[src/rtl/aer_event_packer.sv]
// aer_event_packer: timestamps arbiter grants, inserts rollover markers and buffers address-events in a FIFO
module aer_event_packer #(
  parameter int ROWS = 4,
  parameter int COLS = 4,
  parameter int TS_W = 12,
  parameter int DEPTH = 8,
  parameter int DROP_W = 8,
  localparam int X_W = $clog2(ROWS),
  localparam int Y_W = $clog2(COLS),
  localparam int W = 1 + TS_W + X_W + Y_W,
  localparam int AW = $clog2(DEPTH)
) (
  input  logic              clk_i,
  input  logic              reset_ni,
  input  logic              enable_i,
  input  logic              active_i,
  input  logic [X_W-1:0]    x_add_i,
  input  logic [Y_W-1:0]    y_add_i,
  output logic [W-1:0]      evt_data_o,
  output logic              evt_valid_o,
  input  logic              evt_ready_i,
  output logic [AW:0]       fifo_level_o,
  output logic              overflow_o,
  output logic [DROP_W-1:0] drop_cnt_o,
  input  logic              clear_i
);
  logic [TS_W-1:0]   ts_q, ts_d;
  logic              pend_q, pend_d, act_q, act_d, ovf_q, ovf_d;
  logic [X_W-1:0]    lx_q, lx_d;
  logic [Y_W-1:0]    ly_q, ly_d;
  logic [AW-1:0]     wp_q, wp_d, rp_q, rp_d;
  logic [AW:0]       lvl_q, lvl_d;
  logic [DROP_W-1:0] drop_q, drop_d;
  logic [W-1:0]      mem [DEPTH];
  logic [W-1:0]      word;
  logic              cap, mrk, push, pop, full, wr, drop, wrap;
  assign evt_valid_o  = lvl_q != '0;
  assign evt_data_o   = evt_valid_o ? mem[rp_q] : '0;
  assign fifo_level_o = lvl_q;
  assign overflow_o   = ovf_q;
  assign drop_cnt_o   = drop_q;
  assign pop  = evt_valid_o & evt_ready_i;
  assign full = lvl_q == (AW+1)'(DEPTH);
  assign cap  = enable_i & active_i & (!act_q | x_add_i != lx_q | y_add_i != ly_q);
  assign mrk  = enable_i & pend_q & !cap;
  assign push = cap | mrk;
  assign wr   = push & (!full | pop);
  assign drop = push & full & !pop;
  assign wrap = enable_i & (&ts_q);
  assign word = cap ? {1'b0, ts_q, x_add_i, y_add_i} : {1'b1, (W-1)'(0)};
  // next-state: timestamp, rollover pending, grant edge detect, FIFO pointers and drop accounting
  always_comb begin
    ts_d   = enable_i ? ts_q + TS_W'(1) : ts_q;
    pend_d = wrap | (pend_q & !mrk);
    act_d  = enable_i & active_i;
    lx_d   = cap ? x_add_i : lx_q;
    ly_d   = cap ? y_add_i : ly_q;
    wp_d   = wr ? wp_q + AW'(1) : wp_q;
    rp_d   = pop ? rp_q + AW'(1) : rp_q;
    lvl_d  = (wr & !pop) ? lvl_q + (AW+1)'(1) : (pop & !wr) ? lvl_q - (AW+1)'(1) : lvl_q;
    ovf_d  = !clear_i & (ovf_q | drop);
    drop_d = clear_i ? '0 : (drop & !(&drop_q)) ? drop_q + DROP_W'(1) : drop_q;
  end
  // state registers, flushed asynchronously by reset
  always_ff @(posedge clk_i or negedge reset_ni) begin
    if (!reset_ni) begin
      ts_q   <= '0;
      pend_q <= 1'b0;
      act_q  <= 1'b0;
      lx_q   <= '0;
      ly_q   <= '0;
      wp_q   <= '0;
      rp_q   <= '0;
      lvl_q  <= '0;
      ovf_q  <= 1'b0;
      drop_q <= '0;
    end else begin
      ts_q   <= ts_d;
      pend_q <= pend_d;
      act_q  <= act_d;
      lx_q   <= lx_d;
      ly_q   <= ly_d;
      wp_q   <= wp_d;
      rp_q   <= rp_d;
      lvl_q  <= lvl_d;
      ovf_q  <= ovf_d;
      drop_q <= drop_d;
    end
  end
  // FIFO storage; contents are don't-care until written since output is gated by valid
  always_ff @(posedge clk_i) begin
    if (wr) mem[wp_q] <= word;
  end
endmodule

[config.mk]
export PLATFORM = sky130hd
export DESIGN_NAME = aer_event_packer
export DESIGN_NICKNAME = d
export VERILOG_FILES = /design/src/rtl/aer_event_packer.sv
export SDC_FILE = /design/constraint.sdc
export NUM_CORES = 1
export LEC_CHECK = 0
export BUFFER_PORTS_ARGS = -buffer_cell sky130_fd_sc_hd__buf_2
export CAP_MARGIN = 20
export CORE_MARGIN = 4
export CORE_UTILIZATION = 40
export DETAILED_ROUTE_END_ITERATION = 16
export PLACE_DENSITY = 0.61
export SETUP_SLACK_MARGIN = 0.3
export SLEW_MARGIN = 20
export SYNTH_ARGS = -nofsm -noshare
export SYNTH_HDL_FRONTEND = slang
export SYNTH_SLANG_ARGS = --single-unit
[constraint.sdc]
create_clock -name clk_i -period 3.37 [get_ports clk_i]
set_clock_uncertainty 0.2 [all_clocks]
set_input_delay 0.5055 -clock clk_i [delete_from_list [all_inputs] [get_ports clk_i]]
set_output_delay 0.5055 -clock clk_i [all_outputs]
set_load 0.005 [all_outputs]
==> results by group <==
Placement
  • Number of placed cells counting well taps: 672
  • Routability congestion estimate from global placement: 0.772
  • Port Buffer Count: 40
  • Placed cell areas: 7770 µm²
  • Detailed Place HPWL: 8410 µm
  • Post-Place Worst Slack: 320 ps

STA
  • Unrepaired setup endpoints after global routing: false
  • Setup WS post-layout: 569 ps
  • Relative slew slack: 0.427
  • Final hold viol count: 14
  • Max frequency: 357 MHz
  • Tmin final: 2800 ps
  • Transition at the pin with the smallest max-transition slack: 860 ps
  • Number of max-slew violations in the final report: 0
  • Period Utilization, post-route: 0.831
  • Number of setup violations in the final report: 0
  • Hold WS: -6.02 ps
  • Setup TNS: 0 ps

Routing
  • DRT Wirelength: 13,500 µm
  • Post-DRT Antenna Nets: 0
  • Total number of vias: 3,702
  • Average detailed-routed wire length per instance: 19.1 µm
  • Count of TritonRoute iterations in the first routing pass: 4
  • DRC Markers: 0
  • 1st-iter DRT viols: 174
  • Via/cell ratio: 5.23

Yosys
  • Syn Area/Cell: 17.6 µm²
  • Net count of the mapped netlist: 427
  • Proportion of synthesized chip area in sequential cells: 0.695
  • Number of flip-flops and latches in the synthesized netlist: 173
  • Largest family of logic cells by synthesized area: multiplexers
  • Mapped Area: 7210 µm²
  • Post-synth ARST share: 0.214
  • Synthesis Warnings: 0
  • Simple-gate area share of the yosys netlist: 0.0800
  • Number of distinct standard cells referenced by the synthesized netlist: 52
  • Share of synthesized cell area in full adder, half adder and majority cells: 0.0149
  • Compound-cell area share of the yosys netlist: 0.0241
  • Number of enable-type register cells in the synthesized netlist: 136
  • Xor/xnor share of the synthesized area: 0.0290
  • Cells after Synth: 409
  • Multiplexer share of the synthesized area: 0.142
  • Most used flip-flop cell after synthesis: sky130_fd_sc_hd__edfxtp_1

Power
  • Power density normalized to cell area: 775 nW/µm²
  • Peak supply drop: 0.377 mV
  • Switching share of total power: 0.283
  • Logic gate share of total power: 0.281
  • Switching power: 0.00184 W
  • Leakage power: 3.09 nW
  • Internal power contribution: 0.00467 W
  • Clk network pwr share: 0.294
  • Power share of the sequential group: 0.425

Die
  • Starting density of the core: 0.413
  • Number of cell rows: 48
  • Die span in x: 142 µm
  • Height of the die: 142 µm
  • Area of the die: 20,200 µm²
  • Top Ports: 41
  • Core outline area: 17,500 µm²

Flow run
  • Count of maximum capacitance violations: 0

Layout
  • Most frequent cells in the layout: sky130_fd_sc_hd__edfxtp_1, sky130_fd_sc_hd__buf_2, sky130_fd_sc_hd__dfrtp_1
  • Final non-filler cell total: 708
  • Area added between synthesis and finish: 16.6%
  • Net count reported at finish: 488
  • Most frequent standard cell in the layout excluding fill and tap cells: sky130_fd_sc_hd__edfxtp_1
  • Ratio of cells with drive above 1 in the final layout: 0.306
  • Diode count: 0
  • Final instance area: 8410 µm²

Worst setup path
  • Reg2reg end: fifo_level_o[3]
  • Largest fanout on the critical path: 3
  • Worst endpoint required time: 3470 ps
  • Beginning of the worst register-to-register path: lx_q[1]
  • Kind of capture point of the worst setup path: flip-flop
  • Depth of the worst register-to-register path: 13
  • Maximum cell stage delay along the critical path: 390 ps
  • Register-to-register setup slack: 570 ps
  • Nature of the critical path startpoint: flip-flop
  • Crit path max-delay cell type: sky130_fd_sc_hd__dfrtp_1
  • Arrival time of data at the critical path endpoint: 2900 ps
  • Setup CP Type: reg2reg
  • Cells traversed along the worst timing path: xnor2_1 > nand3_1 > o21a_2 > o21ai_4 > inv_1 > ha_1 > inv_1 > ha_1 > a21o_1 > a21oi_1 > xnor2_1 > nor2_1 > xor2_1

Clocking
  • Root buffer selected by CTS: sky130_fd_sc_hd__clkbuf_16
  • Clock buffer count from CTS: 17
  • Worst-skew pair later-pin latency: 420 ps
  • Max Buffers Root-to-Sink: 2
  • TritonCTS clock tree: built
  • Number of buffers inserted for hold repair after clock tree synthesis: 0
  • Number of clock sinks: 173
  • Number of levels in the clock H-tree: 4
  • Clock-pin slew on the worst setup and hold paths: 70 ps

Outcome
  • Outcome: finished, violations left
  • Failing checks: hold timing

GRT
  • Number of global-route vias before repair: 4,017
  • Initial antenna violation count: 0
  • Sum of overflow across all layers after global routing: 0
  • Overall track demand over capacity in global routing: 0.143
  • Largest net degree at the start of global routing: 38
  • Global-route wire length before repair: 21,800 µm

Hold path
  • Hold/Removal Path Class: in2async
## metal layers
metal  GRT usage  vias to the layer above  routed length [µm]
met4      0.0520                        0                 150
met3      0.0289                       13                 489
met1       0.189                     1907                6020
li1            -                     1709                   -
met2       0.237                       73                6840
met5           0                        -                   0
## cell usage after synthesis, types with 2 or more instances
| library cell | number | area (µm²) |
|---|---|---|
| sky130_fd_sc_hd__xnor2_1 | 18 | 158 |
| sky130_fd_sc_hd__nand4_1 | 5 | 31.3 |
| sky130_fd_sc_hd__and2_1 | 17 | 106 |
| sky130_fd_sc_hd__xor2_1 | 4 | 35.0 |
| sky130_fd_sc_hd__nand3b_1 | 2 | 15.0 |
| sky130_fd_sc_hd__o21ai_1 | 2 | 10.0 |
| sky130_fd_sc_hd__o211ai_2 | 2 | 25.0 |
| sky130_fd_sc_hd__buf_1 | 5 | 18.8 |
| sky130_fd_sc_hd__buf_2 | 2 | 10.0 |
| sky130_fd_sc_hd__clkbuf_1 | 3 | 11.3 |
| sky130_fd_sc_hd__nand2b_1 | 6 | 37.5 |
| sky130_fd_sc_hd__inv_1 | 4 | 15.0 |
| sky130_fd_sc_hd__and4_1 | 3 | 26.3 |
| sky130_fd_sc_hd__mux4_2 | 34 | 766 |
| sky130_fd_sc_hd__nor2_1 | 29 | 109 |
| sky130_fd_sc_hd__ha_1 | 7 | 87.6 |
| sky130_fd_sc_hd__buf_4 | 5 | 37.5 |
| sky130_fd_sc_hd__nor3b_1 | 2 | 15.0 |
| sky130_fd_sc_hd__clkbuf_2 | 2 | 10.0 |
| sky130_fd_sc_hd__a21o_1 | 2 | 15.0 |
| sky130_fd_sc_hd__o21ai_0 | 5 | 25.0 |
| sky130_fd_sc_hd__nor3_1 | 2 | 10.0 |
| sky130_fd_sc_hd__mux2_1 | 2 | 22.5 |
| sky130_fd_sc_hd__nor2b_1 | 2 | 12.5 |
| sky130_fd_sc_hd__nor4b_1 | 2 | 17.5 |
| sky130_fd_sc_hd__o21a_2 | 2 | 17.5 |
| sky130_fd_sc_hd__nand2_1 | 12 | 45.0 |
| sky130_fd_sc_hd__dfrtp_1 | 37 | 926 |
| sky130_fd_sc_hd__mux2i_1 | 17 | 170 |
| sky130_fd_sc_hd__edfxtp_1 | 136 | 4080 |
| sky130_fd_sc_hd__a21oi_1 | 5 | 25.0 |
| sky130_fd_sc_hd__or3_1 | 2 | 12.5 |
| sky130_fd_sc_hd__mux2_2 | 6 | 67.6 |
| sky130_fd_sc_hd__nand3_1 | 7 | 35.0 |
## logic make-up after synthesis
kind of cell    Yosys count
buf+inv                  22
compound gates           24
mux                      59
fa+ha+maj                 8
xor+xnor                 23
simple gates            100
flops                   173
## critical path: cells and delay by family, from the launching register on
family          cells  cell delay (ps)
buf+inv             2              180
simple gates        2              230
flops               1              390
xor+xnor            3              450
compound gates      4              750
fa+ha+maj           2              460
## registers in the layout, summed over array words and instances (netlist names)
name and cells:
mem 136, ly_q 2, rp_q 3, pend_q 1, fifo_level_o 4, ts_q 12
lx_q 2, overflow_o 1, wp_q 3, act_q 1, drop_cnt_o 8
## per-stage QoR
stage           util  total power [W]  hold WS, ps
4_1_cts        0.478          0.00654         7.66
2_1_floorplan      -          0.00400         9.91
3_5_place_dp   0.445          0.00462          275
6_report       0.481          0.00651        -6.02
3_3_place_gp   0.445          0.00456          261
5_1_grt        0.481          0.00688         56.9
## power by group through the flow
stage	sequential, W	clock (W)	combinational, W
2_1_floorplan	0.00273	0	0.00127
3_3_place_gp	0.00283	0	0.00173
3_5_place_dp	0.00285	0	0.00177
4_1_cts	0.00281	0.00196	0.00177
5_1_grt	0.00280	0.00205	0.00203
6_report	0.00277	0.00191	0.00183
## how the worst max path moves through the flow
stage,start,to,slack [ps],depth (start not counted)
finish,lx_q[1],fifo_level_o[3],570,13
global route,lx_q[1],fifo_level_o[3],360,13
CTS,rp_q[0],evt_data_o[16],380,5
detailed placement,x_add_i[0],fifo_level_o[3],320,14
global placement,x_add_i[0],fifo_level_o[3],420,14
floorplan,enable_i,mem[4][0],-210,6
## repair_timing
item | in CTS | in global routing
setup buffers | 0 | 4
pin swaps | 0 | 0
setup endpoints to repair | 1 | 2
gates resized for setup | 1 | 0
hold endpoints to repair | 0 | 0
## final cells by class
| cell class | instances | area (µm²) |
|---|---|---|
| inverter | 5 | 18.8 |
| sequential | 173 | 5010 |
| clock buffer | 19 | 433 |
| tap | 225 | 282 |
| fill | 1439 | 9070 |
| clock inverter | 13 | 149 |
| multi-input combinational | 214 | 2130 |
| timing repair buffer | 59 | 380 |
(Power assumes the default switching activity.)
